--- src/rtl/vram_arbiter.sv ---
// vram_arbiter
// Shares one single-port text RAM between three masters:
//   - video character fetch (highest priority, always granted)
//   - screen-clear sequencer (writes FILL to cells 0..CELLS-1)
//   - CPU read/write port (lowest priority, only served while idle)
//
// Ports:
//   CLK_25MHZ  : clock, all state updates on the rising edge
//   RESET      : synchronous active-high reset
//   VID_REQ/VID_ADDR                 : video fetch request and address
//   VID_VALID/VID_DATA               : video read data, one cycle after grant
//   CPU_REQ/CPU_WE/CPU_ADDR/CPU_WDATA: CPU request, held until CPU_READY
//   CPU_READY                        : CPU access performed this cycle
//   CPU_RVALID/CPU_RDATA             : CPU read data, one cycle after grant
//   CLR_START                        : one-cycle pulse that starts a clear
//   CLR_BUSY                         : high while the clear is running
//   RAM_ADDR/RAM_WE/RAM_WDATA        : RAM port, driven by the current owner
//   RAM_RDATA                        : RAM read data, one cycle latency
module vram_arbiter #(
  parameter int unsigned ADDR_W = 12,
  parameter int unsigned CELLS  = 2400,
  parameter logic [7:0]  FILL   = 8'h20
) (
  input  logic              CLK_25MHZ,
  input  logic              RESET,
  input  logic              VID_REQ,
  input  logic [ADDR_W-1:0] VID_ADDR,
  output logic              VID_VALID,
  output logic [7:0]        VID_DATA,
  input  logic              CPU_REQ,
  input  logic              CPU_WE,
  input  logic [ADDR_W-1:0] CPU_ADDR,
  input  logic [7:0]        CPU_WDATA,
  output logic              CPU_READY,
  output logic              CPU_RVALID,
  output logic [7:0]        CPU_RDATA,
  input  logic              CLR_START,
  output logic              CLR_BUSY,
  output logic [ADDR_W-1:0] RAM_ADDR,
  output logic              RAM_WE,
  output logic [7:0]        RAM_WDATA,
  input  logic [7:0]        RAM_RDATA
);

  typedef enum logic [0:0] {
    ST_IDLE  = 1'b0,
    ST_CLEAR = 1'b1
  } state_t;

  localparam logic [ADDR_W-1:0] LAST_CELL = ADDR_W'(CELLS - 1);

  state_t            state;
  logic [ADDR_W-1:0] clr_cnt;
  // rd_pend: a read was issued last cycle; rd_owner: 1 = video, 0 = CPU
  logic              rd_pend;
  logic              rd_owner;

  logic vid_grant;
  logic clr_write;
  logic cpu_grant;

  // Grants are qualified with RESET so nothing touches the RAM on the reset
  // cycle itself, which also aborts an in-flight clear without a final write.
  always_comb begin
    vid_grant = VID_REQ & ~RESET;
    clr_write = (state == ST_CLEAR) & ~VID_REQ & ~RESET;
    cpu_grant = CPU_REQ & ~VID_REQ & (state == ST_IDLE) & ~RESET;
  end

  // RAM port mux: video > clear > CPU
  always_comb begin
    RAM_ADDR  = '0;
    RAM_WE    = 1'b0;
    RAM_WDATA = '0;
    if (vid_grant) begin
      RAM_ADDR = VID_ADDR;
    end else if (clr_write) begin
      RAM_ADDR  = clr_cnt;
      RAM_WE    = 1'b1;
      RAM_WDATA = FILL;
    end else if (cpu_grant) begin
      RAM_ADDR  = CPU_ADDR;
      RAM_WE    = CPU_WE;
      RAM_WDATA = CPU_WDATA;
    end
  end

  always_ff @(posedge CLK_25MHZ) begin
    if (RESET) begin
      state    <= ST_IDLE;
      clr_cnt  <= '0;
      rd_pend  <= 1'b0;
      rd_owner <= 1'b0;
    end else begin
      rd_pend  <= vid_grant | (cpu_grant & ~CPU_WE);
      rd_owner <= vid_grant;
      case (state)
        ST_IDLE: begin
          if (CLR_START) begin
            state   <= ST_CLEAR;
            clr_cnt <= '0;
          end
        end
        ST_CLEAR: begin
          // Video cycles stall the sequencer; CLR_START is ignored here.
          if (!VID_REQ) begin
            if (clr_cnt == LAST_CELL) begin
              state   <= ST_IDLE;
              clr_cnt <= '0;
            end else begin
              clr_cnt <= clr_cnt + 1'b1;
            end
          end
        end
        default: begin
          state   <= ST_IDLE;
          clr_cnt <= '0;
        end
      endcase
    end
  end

  always_comb begin
    CPU_READY  = cpu_grant;
    CLR_BUSY   = (state == ST_CLEAR) & ~RESET;
    VID_VALID  = rd_pend & rd_owner & ~RESET;
    CPU_RVALID = rd_pend & ~rd_owner & ~RESET;
    VID_DATA   = VID_VALID  ? RAM_RDATA : '0;
    CPU_RDATA  = CPU_RVALID ? RAM_RDATA : '0;
  end

endmodule

--- config.mk ---
export PLATFORM = sky130hd
export DESIGN_NAME = vram_arbiter
export DESIGN_NICKNAME = d
export VERILOG_FILES = /design/src/rtl/vram_arbiter.sv
export SDC_FILE = /design/constraint.sdc
export NUM_CORES = 1
export LEC_CHECK = 0
export ABC_AREA = 0
export ABC_CLOCK_PERIOD_IN_PS = 2400
export BUFFER_PORTS_ARGS = -buffer_cell sky130_fd_sc_hd__buf_4
export CORE_ASPECT_RATIO = 0.75
export CORE_UTILIZATION = 42
export CTS_CLUSTER_DIAMETER = 100
export DETAILED_ROUTE_END_ITERATION = 6
export PLACE_DENSITY = 0.81
export SLEW_MARGIN = 20
export SYNTH_ARGS = -nofsm -noshare
export SYNTH_HDL_FRONTEND = slang
export SYNTH_SLANG_ARGS = --single-unit
--- constraint.sdc ---
create_clock -name CLK_25MHZ -period 2.4 [get_ports CLK_25MHZ]
set_clock_uncertainty 0.1 [all_clocks]
set_input_delay 0.48 -clock CLK_25MHZ [delete_from_list [all_inputs] [get_ports CLK_25MHZ]]
set_output_delay 0.48 -clock CLK_25MHZ [all_outputs]
set_load 0.005 [all_outputs]
======== Word-level counts from Yosys, hierarchy flattened ========
Index checks and enable logic that the tools add are counted.
operators by class
  add/sub/neg operators ................... 1
  multipliers ............................. 0
  divide/modulo/power cells ............... 0
  magnitude comparators ................... 0
  equality and inequality tests ........... 3
  shift operators ......................... 0
  multiplexer cells ....................... 19
  bitwise operators ....................... 18
  reduce and logical (&&, ||, !) cells .... 1
operator list
  operator                 count
  $mux W12                 6
  $mux W8                  5
  $pmux W12 S2             1
  $add A12 B1 Y12 const B  1
  $and A1 B1 Y1            12
  $eq A12 B12 Y1 const B   1
  $mux W1                  6
  $not A1 Y1               5
  $ne A2 B2 Y1 const B     2
  $pmux W1 S2              1
  $reduce_and A2 Y1        1
  $or A1 B1 Y1             1
storage, ports and cells
  register bits after elaboration ......... 15
  bits in latches ......................... 0
  bits in writable memories ............... 0
  ROM bits ................................ 0
  bits of input ports ..................... 46
  output and inout port bits .............. 41
  word-level logic and storage cells ...... 46
  memories ................................ 0

======== Depth between registers and ports, before layout ========
Gate-level depths: netlist of run 1.
  depth after elaboration ................. 7
  depth in mapped cells ................... 6
  gate-level depth less buffers ........... 5

======== Worst setup path before layout of run 1 ========
OpenSTA, ideal clock, no wires.
  path kind ............................... input port to output port
  start ................................... input RESET
  end ..................................... output CPU_RDATA[0]
  arrival time ............................ 1.309 ns
  required time ........................... 1.820 ns
  setup slack ............................. 0.511 ns
  stages .................................. 3
  buffers on the path ..................... 1
  cell sequence ........................... buf_6 nor3b_1 and2_1
on the way
  longest elaborated chain between the ends .. 3
RTL lines
  what                RTL line  source
  start: declaration  25        input logic RESET,
  $not A1 Y1          127       CPU_RVALID = rd_pend & ~rd_owner & ~RESET;
  $and A1 B1 Y1       127
  net CPU_RVALID      35        output logic CPU_RVALID,
  $mux W8             129       CPU_RDATA = CPU_RVALID ? RAM_RDATA : '0;
  end: declaration    36        output logic [7:0] CPU_RDATA,
The timed path passes the listed nets, and every way through them passes these cells.

======== Final worst setup path of run 1 ========
  start ................................... register state
  end ..................................... output RAM_WDATA[4]
on the way
  longest elaborated chain between the ends .. 6
  elaborated cells on any way between the ends .. 8
  those cells by class .................... 3 x mux; 5 x bitwise
RTL lines
  what                         RTL line  source
  start: declaration           52        state_t state;
  start signal: assignment     90        state <= ST_IDLE;
  start signal: assignment     100       state <= ST_CLEAR;
  start signal: assignment     108       state <= ST_IDLE;
  $not A1 Y1                   n/a
  $and A1 B1 Y1 (2 in series)  67        cpu_grant = CPU_REQ & ~VID_REQ & (state == ST_IDLE) & ~RESET;
  $mux W8                      81        end else if (cpu_grant) begin
  $mux W8 *                    77        end else if (clr_write) begin
  $mux W8 *                    75        if (vid_grant) begin
  end: declaration             41        output logic [7:0] RAM_WDATA,
Every way passes the cells marked *; elsewhere a longest branch is shown, timed or not.

==> metrics.md, run 1 <==
| Metric | Value |
|---|---|
| Post-synthesis compound-gate area fraction | `0.203` |
| Vias/cell | `5.47` |
| Sequential share of the synthesized area | `0.232` |
| CTS tree | `done` |
| Setup_tns | `0 ns` |
| Worst-path fanout max | `9` |
| PortBufs | `86` |
| First-pass GRT wire length | `6290 µm` |
| Htree depth | `1` |
| Io pins | `87` |
| Clock buffer depth | `2` |
| Max_cap viols | `0` |
| Post-DR wirelength/cell | `14.1 µm` |
| Post-CTS Setup Inserts | `0` |
| Largest family of logic cells by synthesized area | `simple AND/OR/NAND/NOR gates` |
| Layout Nets | `301` |
| Crit share post-route | `0.859` |
| DP Wirelength | `3200 µm` |
| Post-Synthesis Net Count | `215` |
| Static leakage | `0.903 nW` |
| Syn_area_per_cell | `7.69 µm²` |
| Area Growth Syn to Fin | `54.8%` |
| Headroom to the max-slew limit | `0.641` |
| Fin crit period | `2.06 ns` |
| Total design power | `660 µW` |
| Design area | `0.00200 mm²` |
| Top cell type's share of synthesized area | `0.232` |
| R2R Path Start | `state` |
| Leading area contributor after synthesis | `dfxtp_1` |
| Startpoint Class | `register` |
| Crit-path slowest cell | `nor3b_2` |
| Final Max Tran Viols | `0` |
| Synth Area in Simple Gates | `0.462` |
| Maximum vdd drop | `0.463 mV` |
| Number of flops mapped to enable cells by yosys | `0` |
| Xor-xnor portion of the synthesized cell area | `0.00678` |
| Width of the die | `66.1 µm` |
| Setup crit end kind | `output pin` |
| Die Area | `0.00331 mm²` |
| Arr. time, crit path | `1.48 ns` |
| Placer Congestion | `0.806` |
| Total grt overflow | `0` |
| Largest net degree at the start of global routing | `32` |
| Async set-reset flop share out of synthesis | `0` |
| Ys Warns | `0` |
| Synth Cell Area | `0.00129 mm²` |
| Combinational share of power | `0.302` |
| Crit-path cells | `nor2b_1 -> nor3b_2 -> and2_1 -> buf_4` |
| Run status | `completed` |
| # DRC | `0` |
| Mux contribution to synthesized area | `0.00774` |
| Starting Density | `0.440` |
| Hold-fix buffer count after cts | `0` |
| Sw frac | `0.261` |
| Routed Wire Length | `4110 µm` |
| Diode count | `0` |
| Synth Register Bits | `15` |
| Syn Inst Count | `168` |
| Sequential power share | `0.390` |
| Netlist cell types | `44` |
| Primary FF master, synth | `dfxtp_1` |
| Hold EP | `clr_cnt[11]` |
| Antenna Nets Post-Route | `0` |
| Net Switching | `172 µW` |
| Most common cell after layout, fill and taps aside | `buf_4` |
| Most frequent cells in the layout | `buf_4, and2_1, dfxtp_1, nor2b_1, nor3_1` |
| Slew @ Worst Pin | `0.536 ns` |
| CP required | `1.82 ns` |
| Antenna violations before repair | `0` |
| Reg2Reg Capture Point | `clr_cnt[6]` |
| Hold Path Class | `register to register` |
| R2r setup slk | `0.57 ns` |
| Vias in the first global route | `1,342` |
| Chip height | `50.0 µm` |
| Highest Clock Rate | `485 MHz` |
| 1st-pass router iterations | `4` |
| RSZ-0062 raised after global routing | `false` |
| Cts repair resizes | `0` |
| Clk sinks | `15` |
| Cell area after placement | `0.00196 mm²` |
| Clock power frac | `0.308` |
| Synth top area cells | `dfxtp_1, and2_1, a221oi_1, nor2b_1, nor3_1` |
| Cts bufs inserted | `3` |
| Crit Path Class | `register to output pin` |
| Root Buffer | `clkbuf_8` |
| CP max stage delay | `0.42 ns` |
| Core box area | `0.00294 mm²` |
| Placement Rows | `17` |
| Hold Path Stages | `2` |
| P_int | `487 µW` |
| All-layer global routing usage | `0.248` |
| Worst skew pair latency | `0.25 ns` |
| Adder-Cell Fraction of Synth Area | `0.00968` |
| Layout cells sized above 1 | `0.407` |
| Final setup vio count | `0` |
| Pwr dens | `330 mW/mm²` |
| Hold path startpoint | `clr_cnt[11]` |
| Worst reg-to-reg path cell count | `5` |
| Final hold violations | `0` |
| DRT iter0 DRCs | `62` |
| Vias | `1,591` |
| Reg clk slew, reported paths | `0.06 ns` |
-- layer usage --
| layer | vias to the layer above | track usage | part of all wire |
|---|---|---|---|
| li1 | 789 | - | - |
| met1 | 744 | 0.333 | 0.44 |
| met2 | 56 | 0.406 | 0.48 |
| met3 | 2 | 0.0602 | 0.073 |
| met4 | 0 | 0.0390 | 0.0044 |
| met5 | - | 0 | 0 |
-- kinds of logic (layout without fill, tap and decap cells) --
family / after synthesis / in the layout
simple gates: 96 / 96
flops: 15 / 15
xor+xnor: 1 / 1
buf+inv: 18 / 103
mux: 1 / 1
compound gates: 36 / 36
fa+ha+maj: 1 / 1
-- Yosys cell counts (all sizes together) (2+ instances only) --
| cell type | instances |
|---|---|
| and3b | 2 |
| nor3 | 15 |
| and3 | 4 |
| and2b | 2 |
| o21ai | 6 |
| nand3b | 2 |
| nor3b | 2 |
| dfxtp | 15 |
| and4 | 2 |
| a221oi | 12 |
| a21oi | 9 |
| nand3 | 5 |
| nor2 | 5 |
| nand4 | 4 |
| inv | 7 |
| nand2 | 6 |
| clkbuf | 7 |
| a31oi | 3 |
| or3 | 4 |
| and2 | 24 |
| buf | 4 |
| nor2b | 14 |
-- worst max path at each step --
stage / endpoint / cells past startpoint / from
detailed placement: RAM_ADDR[10] / 6 / CPU_REQ
global route: RAM_WDATA[1] / 4 / state
global placement: RAM_ADDR[10] / 6 / CPU_REQ
floorplan: CPU_RDATA[0] / 3 / RESET
CTS: RAM_WDATA[6] / 4 / state
finish: RAM_WDATA[4] / 4 / state
-- power groups by stage --
stage | Clock [mW] | Combinational, mW | Sequential, mW
3_5_place_dp | 0 | 0.199 | 0.263
6_report | 0.203 | 0.199 | 0.257
3_3_place_gp | 0 | 0.196 | 0.262
2_1_floorplan | 0 | 0.0888 | 0.261
4_1_cts | 0.209 | 0.199 | 0.257
5_1_grt | 0.225 | 0.217 | 0.258
-- critical path: cells and delay by family (launching register included) --
family	cells	cell delay (ns)
buf+inv	1	0.10
simple gates	3	0.79
flops	1	0.34
-- metrics by stage --
| stage | setup WS [ns] | hold WS [ns] | utilization | std cells |
|---|---|---|---|---|
| floorplan | 0.511 | 0.349 | - | 168 |
| global placement | 0.358 | 0.378 | 0.666 | 287 |
| detailed placement | 0.353 | 0.384 | 0.666 | 287 |
| CTS | 0.343 | 0.391 | 0.682 | 291 |
| global route | 0.225 | 0.408 | 0.682 | 291 |
| finish | 0.339 | 0.392 | 0.682 | 291 |
-- area by class of cell --
type | count | area [µm²]
clock buffers | 4 | 45.0
fillers | 254 | 935
repair buffers | 92 | 691
multi-input cells | 135 | 891
flip-flops and latches | 15 | 300
well taps | 38 | 47.5
inverters | 7 | 26.3
-- flip-flops by register name (all words and copies together) (netlist names) --
name / cells
state: 1
clr_cnt: 12
rd_owner: 1
rd_pend: 1
(Power assumes the default switching activity.)
==> run 2: changes to the inputs <==
--- a/config.mk
+++ b/config.mk
@@ -7,12 +7,13 @@
 export LEC_CHECK = 0
 export ABC_AREA = 0
 export ABC_CLOCK_PERIOD_IN_PS = 2400
-export BUFFER_PORTS_ARGS = -buffer_cell sky130_fd_sc_hd__buf_4
 export CORE_ASPECT_RATIO = 0.75
-export CORE_UTILIZATION = 42
+export CORE_UTILIZATION = 62
 export CTS_CLUSTER_DIAMETER = 100
 export DETAILED_ROUTE_END_ITERATION = 6
-export PLACE_DENSITY = 0.81
+export DONT_BUFFER_PORTS = 1
+export PLACE_DENSITY = 0.78
+export RECOVER_POWER = 25
 export SLEW_MARGIN = 20
 export SYNTH_ARGS = -nofsm -noshare
 export SYNTH_HDL_FRONTEND = slang
==> run 2 against run 1 <==
- core utilization up 2.2 points
- final cell count down 36%
- maximum frequency down 5.5%
- clock power down 25%
- via count down 16%
- worst hold slack worse by 0.25 ns
- routed wire length down 17%
- non-clock buffer count down 88
==> metrics.md, run 2 (same netlist as run 1, synthesis figures left out) <==
| Metric | Value |
|---|---|
| Run status | `completed` |
| Root Buffer | `clkbuf_4` |
| Placement Rows | `13` |
| Layout Nets | `213` |
| 1st-pass router iterations | `5` |
| Post-CTS Setup Inserts | `0` |
| Critical Path Sink | `RAM_WDATA[2]` |
| Routed Wire Length | `3430 µm` |
| Finished Core Util | `0.704` |
| Final cell count without fillers | `187` |
| Core box area | `0.00184 mm²` |
| DRT iter0 DRCs | `56` |
| DP Wirelength | `2670 µm` |
| Placer Congestion | `0.903` |
| Most frequent cells in the layout | `and2_1, dfxtp_1, nor2b_1, nor3_1, a221oi_1` |
| Io pins | `87` |
| Net Switching | `142 µW` |
| PortBufs | `0` |
| Cts repair resizes | `0` |
| Setup crit end kind | `output pin` |
| Arr. time, crit path | `1.60 ns` |
| Hold-fix buffer count after cts | `0` |
| All-layer global routing usage | `0.296` |
| Area Growth Syn to Fin | `0.0967%` |
| Cts bufs inserted | `3` |
| Combinational share of power | `0.176` |
| Clk sinks | `15` |
| Max reg flops | `12` |
| Worst reg-to-reg path cell count | `5` |
| Antenna Nets Post-Route | `0` |
| Sequential power share | `0.519` |
| Most common cell after layout, fill and taps aside | `and2_1` |
| Final hold violations | `0` |
| Vias in the first global route | `1,128` |
| Slew @ Worst Pin | `0.529 ns` |
| Setup_tns | `0 ns` |
| P_int | `358 µW` |
| CP required | `1.82 ns` |
| Min Hold Slack | `0.144 ns` |
| Clock power frac | `0.305` |
| Headroom to the max-slew limit | `0.645` |
| Layout cells sized above 1 | `0.0727` |
| Maximum vdd drop | `0.361 mV` |
| Diode count | `0` |
| R2r setup slk | `0.44 ns` |
| Crit Path Class | `register to output pin` |
| Clock buffer depth | `2` |
| Max_cap viols | `0` |
| Static leakage | `0.443 nW` |
| Final setup vio count | `0` |
| Total grt overflow | `0` |
| # DRC | `0` |
| Antenna violations before repair | `0` |
| RSZ-0062 raised after global routing | `false` |
| Reg2Reg Capture Point | `clr_cnt[9]` |
| Chip height | `41.5 µm` |
| First-pass GRT wire length | `4970 µm` |
| Post-DR wirelength/cell | `18.3 µm` |
| Placed Cells incl. Taps | `183` |
| CTS tree | `done` |
| Vias/cell | `7.13` |
| Reg clk slew, reported paths | `0.10 ns` |
| R2R Path Start | `state` |
| Final Max Tran Viols | `0` |
| Vias | `1,333` |
| Worst skew pair latency | `0.29 ns` |
| Width of the die | `54.7 µm` |
| Hold Path Class | `primary input to register` |
| Largest net degree at the start of global routing | `32` |
| Worst-path fanout max | `12` |
| Starting Density | `0.703` |
| Pwr dens | `387 mW/mm²` |
| Highest Clock Rate | `459 MHz` |
| Launch point of the worst path | `state` |
| Most flops, register | `clr_cnt` |
| Htree depth | `1` |
| Crit share post-route | `0.908` |
| Fin crit period | `2.18 ns` |
| Startpoint Class | `register` |
| Sw frac | `0.284` |
| Die Area | `0.00227 mm²` |
==> run 2: cell types whose count changed in the layout (fill, tap and decap cells not counted), sizes merged <==
| cell | delta |
|---|---|
| buf | -89 |
| clkbuf | +1 |
==> run 2: layout make-up <==
cell class,count,area [µm²]
Tap cell,22,27.5
Multi-Input combinational cell,135,887
Inverter,7,26.3
Sequential cell,15,300
Fill cell,152,544
Timing Repair Buffer,4,26.3
Clock buffer,4,26.3
==> run 2: worst min path at each step <==
stage	from	to	slack [ns]	cells past startpoint
2_1_floorplan	clr_cnt[11]	clr_cnt[11]	0.35	2
3_3_place_gp	clr_cnt[11]	clr_cnt[11]	0.39	2
3_5_place_dp	clr_cnt[11]	clr_cnt[11]	0.39	2
4_1_cts	RESET	clr_cnt[4]	0.15	1
5_1_grt	RESET	clr_cnt[4]	0.13	1
6_report	RESET	clr_cnt[4]	0.14	1
==> run 2: per-stage QoR <==
stage	instance area, µm²	power [mW]	setup WS (ns)
6_report	1290	0.500	0.221
5_1_grt	1290	0.524	0.129
4_1_cts	1300	0.499	0.227
3_5_place_dp	1270	0.353	0.500
3_3_place_gp	1270	0.351	0.539
2_1_floorplan	1290	0.350	0.511
==> run 2: worst max-delay path, stage by stage (launching register included) <==
cell and delay [ns]:
dfxtp_1 0.43, nor2b_1 0.18, nor3b_2 0.46, and2_1 0.24
==> run 2: per-layer routing <==
| layer | up-vias | share of wire | GRT usage |
|---|---|---|---|
| met3 | 6 | 0.12 | 0.0623 |
| met1 | 614 | 0.36 | 0.336 |
| li1 | 615 | - | - |
| met5 | - | 0 | 0 |
| met4 | 0 | 0.0058 | 0.0462 |
| met2 | 98 | 0.51 | 0.552 |
==> run 2: power groups by stage <==
stage	Clock, mW	Combinational (mW)	Sequential, mW
after global placement	0	0.0859	0.265
final	0.153	0.0881	0.260
after CTS	0.151	0.0885	0.259
after global routing	0.165	0.0982	0.261
after floorplan	0	0.0888	0.261
after detailed placement	0	0.0882	0.265
